--- config.mk ---
export PLATFORM = sky130hd
export DESIGN_NAME = seven_seg_scan_ctrl
export DESIGN_NICKNAME = d
export VERILOG_FILES = /design/src/rtl/seven_seg_scan_ctrl.sv
export SDC_FILE = /design/constraint.sdc
export NUM_CORES = 1
export LEC_CHECK = 0
export ABC_CLOCK_PERIOD_IN_PS = 4600
export CORE_ASPECT_RATIO = 1.1
export CORE_UTILIZATION = 41
export CTS_CLUSTER_DIAMETER = 200
export CTS_CLUSTER_SIZE = 8
export DETAILED_ROUTE_END_ITERATION = 10
export PLACE_DENSITY = 0.67
export SETUP_SLACK_MARGIN = 0.5
export SLEW_MARGIN = 30
export SYNTH_ARGS = -nofsm -noshare
export SYNTH_HDL_FRONTEND = slang
export SYNTH_SLANG_ARGS = --single-unit
--- constraint.sdc ---
create_clock -name iClk -period 4.6 [get_ports iClk]
set_clock_uncertainty 0.2 [all_clocks]
set_input_delay 0.46 -clock iClk [delete_from_list [all_inputs] [get_ports iClk]]
set_output_delay 0.46 -clock iClk [all_outputs]
set_load 0.03 [all_outputs]
--- src/rtl/seven_seg_scan_ctrl.sv ---
// Multiplexed scan controller for an N-digit common-anode 7-segment display.
// One shared decoder, per-digit blanking gap, frame-aligned double-buffered data.
module seven_seg_scan_ctrl #(
    parameter int unsigned NUM_DIGITS = 4,
    parameter int unsigned ON_CYC     = 50000,
    parameter int unsigned GAP_CYC    = 500
) (
    input  logic                      iClk,
    input  logic                      iRst_n,
    input  logic                      iEn,
    input  logic                      iLoad,
    input  logic [5*NUM_DIGITS-1:0]   iData,
    input  logic                      iLzb,
    output logic [6:0]                oHex,
    output logic [NUM_DIGITS-1:0]     oDigitSel,
    output logic                      oFrame,
    output logic                      oLoadDone
);

    localparam int unsigned DW   = $clog2(NUM_DIGITS);
    localparam int unsigned BW   = 5 * NUM_DIGITS;
    localparam int unsigned MAXC = (ON_CYC > GAP_CYC) ? ON_CYC : GAP_CYC;
    localparam int unsigned CW   = $clog2(MAXC + 1);

    localparam logic [DW-1:0] LAST_DIGIT = DW'(NUM_DIGITS - 1);
    localparam logic [CW-1:0] ON_LAST    = CW'(ON_CYC - 1);
    localparam logic [CW-1:0] GAP_LAST   = CW'(GAP_CYC - 1);
    localparam logic [6:0]    SEG_BLANK  = 7'h7F;

    typedef enum logic [1:0] {
        S_IDLE = 2'd0,
        S_ON   = 2'd1,
        S_GAP  = 2'd2
    } state_t;

    state_t          r_state;
    logic [DW-1:0]   r_digit;
    logic [CW-1:0]   r_cnt;
    logic [BW-1:0]   r_shadow;
    logic [BW-1:0]   r_active;
    logic            r_pending;

    logic            w_boundary;
    logic [BW-1:0]   w_src;
    logic [DW-1:0]   w_digit_nxt;

    // Active-low segment pattern {g,f,e,d,c,b,a} for a 5-bit digit code.
    function automatic logic [6:0] f_decode(input logic [4:0] code);
        logic [6:0] seg;
        case (code)
            5'd0:    seg = 7'h40;
            5'd1:    seg = 7'h79;
            5'd2:    seg = 7'h24;
            5'd3:    seg = 7'h30;
            5'd4:    seg = 7'h19;
            5'd5:    seg = 7'h12;
            5'd6:    seg = 7'h02;
            5'd7:    seg = 7'h78;
            5'd8:    seg = 7'h00;
            5'd9:    seg = 7'h10;
            5'd10:   seg = 7'h08;
            5'd11:   seg = 7'h03;
            5'd12:   seg = 7'h46;
            5'd13:   seg = 7'h21;
            5'd14:   seg = 7'h06;
            5'd15:   seg = 7'h0E;
            5'd16:   seg = 7'h3F;
            default: seg = SEG_BLANK;
        endcase
        return seg;
    endfunction

    // Segments for digit d, blanking it if it and every higher digit are zero.
    function automatic logic [6:0] f_seg(input logic [BW-1:0] buf_data,
                                         input logic [DW-1:0] d,
                                         input logic          lzb);
        logic [4:0] code;
        logic       all_zero;
        code     = 5'd31;
        all_zero = 1'b1;
        for (int unsigned k = 0; k < NUM_DIGITS; k++) begin
            if (DW'(k) == d)
                code = buf_data[5*k +: 5];
            if ((DW'(k) >= d) && (buf_data[5*k +: 5] != 5'd0))
                all_zero = 1'b0;
        end
        if (lzb && (d != '0) && all_zero)
            return SEG_BLANK;
        return f_decode(code);
    endfunction

    // Frame boundary: entering ON(0) from IDLE or from the last gap.
    always_comb begin
        w_boundary  = iEn && ((r_state == S_IDLE) ||
                      ((r_state == S_GAP) && (r_cnt == GAP_LAST) && (r_digit == LAST_DIGIT)));
        w_src       = (w_boundary && r_pending) ? r_shadow : r_active;
        w_digit_nxt = r_digit + DW'(1);
    end

    always_ff @(posedge iClk) begin
        if (!iRst_n) begin
            r_state   <= S_IDLE;
            r_digit   <= '0;
            r_cnt     <= '0;
            r_shadow  <= '1;
            r_active  <= '1;
            r_pending <= 1'b0;
            oHex      <= SEG_BLANK;
            oDigitSel <= '1;
            oFrame    <= 1'b0;
            oLoadDone <= 1'b0;
        end else begin
            oFrame    <= w_boundary;
            oLoadDone <= w_boundary && r_pending;

            // A load on the boundary cycle lands in shadow after the old shadow moves.
            if (w_boundary && r_pending) begin
                r_active  <= r_shadow;
                r_pending <= 1'b0;
            end
            if (iLoad) begin
                r_shadow  <= iData;
                r_pending <= 1'b1;
            end

            if (w_boundary) begin
                r_state   <= S_ON;
                r_digit   <= '0;
                r_cnt     <= '0;
                oDigitSel <= ~NUM_DIGITS'(1);
                oHex      <= f_seg(w_src, '0, iLzb);
            end else if (!iEn) begin
                r_state   <= S_IDLE;
                r_digit   <= '0;
                r_cnt     <= '0;
                oDigitSel <= '1;
                oHex      <= SEG_BLANK;
            end else begin
                case (r_state)
                    S_ON: begin
                        if (r_cnt == ON_LAST) begin
                            r_state   <= S_GAP;
                            r_cnt     <= '0;
                            oDigitSel <= '1;
                            oHex      <= SEG_BLANK;
                        end else begin
                            r_cnt <= r_cnt + CW'(1);
                            oHex  <= f_seg(r_active, r_digit, iLzb);
                        end
                    end
                    S_GAP: begin
                        if (r_cnt == GAP_LAST) begin
                            r_state   <= S_ON;
                            r_cnt     <= '0;
                            r_digit   <= w_digit_nxt;
                            oDigitSel <= ~(NUM_DIGITS'(1) << w_digit_nxt);
                            oHex      <= f_seg(r_active, w_digit_nxt, iLzb);
                        end else begin
                            r_cnt <= r_cnt + CW'(1);
                        end
                    end
                    default: begin
                        r_state   <= S_IDLE;
                        r_digit   <= '0;
                        r_cnt     <= '0;
                        oDigitSel <= '1;
                        oHex      <= SEG_BLANK;
                    end
                endcase
            end
        end
    end

endmodule

==> flow_metrics.env <==
export IMPL_vias=4319
export IMPL_slowest_delay_ns=0.46
export IMPL_slowest_stage="ha_1"
export IMPL_hold_start="r_cnt[0]"
export IMPL_clockPowerShare_pct=43.3
export IMPL_postCtsSetupBuffers=0
export IMPL_synth_edf_count=0
export IMPL_netlist_area_leader_share_pct=31.6
export IMPL_grt_max_degree=50
export IMPL_finalCritPeriodShare_pct=78.4
export IMPL_finalSetupTns_ns=0
export IMPL_switching_share_pct=25.8
export IMPL_io_pins=38
export IMPL_path_class="reg2reg"
export IMPL_dp_cells=742
export IMPL_ant_nets=0
export IMPL_final_cells=758
export IMPL_yosys_warnings=0
export IMPL_hold_viol_final=0
export IMPL_reg2regPathDepth=12
export IMPL_clk_pin_slew_ns=0.06
export IMPL_fillerInstances=1114
export IMPL_io_buffer_count=37
export IMPL_power_density_nw_per_um2=277
export IMPL_min_path_type="reg2reg"
export IMPL_gp_congestion=0.890
export IMPL_status="completed"
export IMPL_power_frac_comb_pct=10.9
export IMPL_setup_viol=0
export IMPL_synth_area_per_cell_sq_um=8.06
export IMPL_seq_area_sq_um=1480
export IMPL_tightest_slew_ns=0.799
export IMPL_postSynthCellCount=582
export IMPL_antenna_found_initial=0
export IMPL_grt_use_total_pct=21.5
export IMPL_die_x_microns=104
export IMPL_synth_nets=635
export IMPL_grt_pass1_wl_microns=20200
export IMPL_synth_distinct_cells=71
export IMPL_report_final_slew_viol_count=0
export IMPL_slew_headroom_pct=46.7
export IMPL_synth_compound_area_share_pct=17.2
export IMPL_ctsLongestPathBuffers=2
export IMPL_route_detailed_drc=0
export IMPL_crit_arrival_ns=3.66
export IMPL_drtPass1Iterations=5
export IMPL_timing_rr_end="oHex[3]"
export IMPL_yosys_mux_area_fraction_pct=9.01
export IMPL_finalPower_mw=1.51
export IMPL_holdPathEnd="r_cnt[0]"
export IMPL_reg2reg_slack_ns=0.99
export IMPL_worstSetupStartpointType="flop"
export IMPL_max_freq_mhz=277
export IMPL_drt_wl_total_microns=12600
export IMPL_cts_sinks=74
export IMPL_crit_family="compound AO/OA/AOI/OAI gates"
export IMPL_syn_area_sq_um=4690
export IMPL_insertion_delay_ns=0.34
export IMPL_yosys_register_bits=74
export IMPL_cts_htree_levels=3
export IMPL_synth_area_leaders="dfxtp_1 32%, nand2_1 8.6%, ha_1 7.5%, mux2i_1 7.3%, nor2_1 3.5%"
export IMPL_yosys_area_share_simple_pct=27.3
export IMPL_cts_root_buf="clkbuf_16"
export IMPL_grt_pass1_vias=4037
export IMPL_power_leakage_nw=2.15
export IMPL_cts_tree="yes"
export IMPL_num_rows=40
export IMPL_min_path_cells=1
export IMPL_viasPerCell=5.70
export IMPL_worstPathMaxFanout=23
export IMPL_avgRoutedWirePerCell_microns=16.6
export IMPL_die_h_microns=114
export IMPL_synth_xor_area_share_pct=2.61
export IMPL_synth_ff_type="dfxtp_1"
export IMPL_diodes=0
export IMPL_internal_power_mw=1.12
export IMPL_synth_seq_area_share_pct=31.6
export IMPL_start_util_pct=42.6
export IMPL_post_cts_resized=0
export IMPL_cts_hold_buf=0
export IMPL_p_sw_mw=0.389
export IMPL_post_route_min_period_ns=3.61
export IMPL_numCtsBuffers=9
export IMPL_hpwl_microns=9370
export IMPL_first_iter_violations=152
export IMPL_crit_buf_inv=2
export IMPL_required_ns=4.66
export IMPL_seqPwrFrac_pct=45.8
export IMPL_grt_overflow=0
export IMPL_rsz0062_at_grt="false"
export IMPL_pre_cts_ws_ns=0.940
export IMPL_final_layout_size_suffix_gt1_share_pct=6.22
export IMPL_multi_input_area_sq_um=2980
export IMPL_final_nets=659
export IMPL_max_vdd_ir_drop_mv=0.179
export IMPL_synthAdderAreaFrac_pct=7.47
export IMPL_area_delta_synth_final_pct=15.8
export IMPL_synth_top_cell_by_area="dfxtp_1"
export IMPL_reg2reg_from="r_digit[0]"
export IMPL_async_flop_share_pct=0
export IMPL_max_cap_viol_count=0
export IMPL_coreArea_sq_um=11000
export IMPL_dieArea_sq_um=11900
export IMPL_cp_cell_sequence="inv_1 > ha_1 > nor2_1 > o21ai_0 > o21bai_1 > inv_1 > ha_1 > a21oi_1 > a211oi_1 > a311o_1 > and4_1 > o31ai_1"
export IMPL_finalWorstSetupSlack_ns=0.994
export IMPL_endpoint_kind="flop"
export IMPL_synth_top_family_by_area="simple AND/OR/NAND/NOR gates"
-- kinds of logic after synthesis --
kind of cell               Yosys count
DFF                                 74
adders and majority gates           28
and+or+nand+nor                    264
buffers and inverters               56
AOI/OAI and AO/OA                  106
muxes                               40
xor gates and xnor gates            14
-- sequential cells by signal, indices dropped and copies added (netlist names) --
| name | cells |
|---|---|
| r_active | 20 |
| r_cnt | 16 |
| r_digit | 2 |
| oDigitSel | 4 |
| r_state | 2 |
| oHex | 7 |
| oFrame | 1 |
| r_shadow | 20 |
| r_pending | 1 |
| oLoadDone | 1 |
-- layout make-up --
type / count / share of cell area [%]
multi-input cells: 452 / 54.9
flip-flops and latches: 74 / 27.3
repair buffers: 41 / 7.37
clock buffers: 10 / 4.40
well taps: 147 / 3.38
inverters: 28 / 1.93
clock inverters: 6 / 0.760
-- worst max path at each step --
stage                          start       to  slack, ns  depth (start not counted)
after floorplan           r_digit[0]  oHex[0]       1.38                         13
after global placement           iEn  oHex[5]       1.05                         12
after detailed placement         iEn  oHex[5]       0.94                         11
after CTS                 r_digit[0]  oHex[3]       1.01                         12
after global routing      r_digit[0]  oHex[3]       0.66                         12
final                     r_digit[0]  oHex[3]       0.99                         12
-- power by group through the flow --
| stage | combinational (mW) | clock [mW] | sequential (mW) |
|---|---|---|---|
| floorplan | 0.109 | 0 | 0.696 |
| global placement | 0.162 | 0 | 0.702 |
| detailed placement | 0.163 | 0 | 0.703 |
| CTS | 0.164 | 0.667 | 0.689 |
| global route | 0.181 | 0.691 | 0.692 |
| finish | 0.165 | 0.653 | 0.689 |
-- layout by cell type (no fill, tap or decap), types with 7 or more instances in the layout --
cell type	synthesis	final
clkdlybuf4s50_1	0	37
and3_1	11	11
nor2_1	44	44
nand3_1	32	32
dfxtp_1	74	74
nor2b_1	7	7
o21ai_0	23	23
inv_1	27	27
a21oi_1	16	16
nor3_1	14	14
nand2_1	107	107
xor2_1	7	7
xnor2_1	7	7
clkbuf_16	0	9
ha_1	28	28
mux2i_1	34	34
nand2b_1	11	11
-- stage by stage --
| stage | cell area [sq um] | hold slack, ns | util [%] |
|---|---|---|---|
| 2_1_floorplan | 4690 | 0.230 | - |
| 3_3_place_gp | 5150 | 0.239 | 46.8 |
| 3_5_place_dp | 5150 | 0.264 | 46.8 |
| 4_1_cts | 5430 | 0.278 | 49.4 |
| 5_1_grt | 5430 | 0.298 | 49.4 |
| 6_report | 5430 | 0.265 | 49.4 |
-- worst register-to-register path, stage by stage, from the launching register on --
cell and delay, ns:
dfxtp_1 0.41, inv_1 0.12, ha_1 0.46, nor2_1 0.30, o21ai_0 0.13, o21bai_1 0.41
inv_1 0.18, ha_1 0.34, a21oi_1 0.13, a211oi_1 0.07, a311o_1 0.34, and4_1 0.23
o31ai_1 0.21
-- routing by layer --
metal,global-route usage [%],wire length (microns),vias to the layer above,share of wire [%]
li1,-,-,2119,-
met1,27.4,5670,2033,45
met2,34.0,5780,137,46
met3,5.01,713,30,5.7
met4,11.5,393,0,3.1
met5,0,0,-,0
-- synth_stat cells, drive strengths merged (3+ instances only) --
library cell,n
nand2,107
dfxtp,74
nor2,45
mux2i,35
nand3,32
ha,28
inv,28
o21ai,23
a21oi,17
buf,15
nor3,14
clkbuf,13
and3,11
nand2b,11
nor2b,7
o311ai,7
xnor2,7
xor2,7
nor3b,6
mux2,5
nand4,5
o211ai,5
o22ai,5
o31ai,5
or2,5
a211oi,4
a221oi,4
and4,4
o311a,4
a211o,3
a221o,3
o21bai,3
or3,3
or4,3
Note: power is estimated with default switching activity, not from simulation.
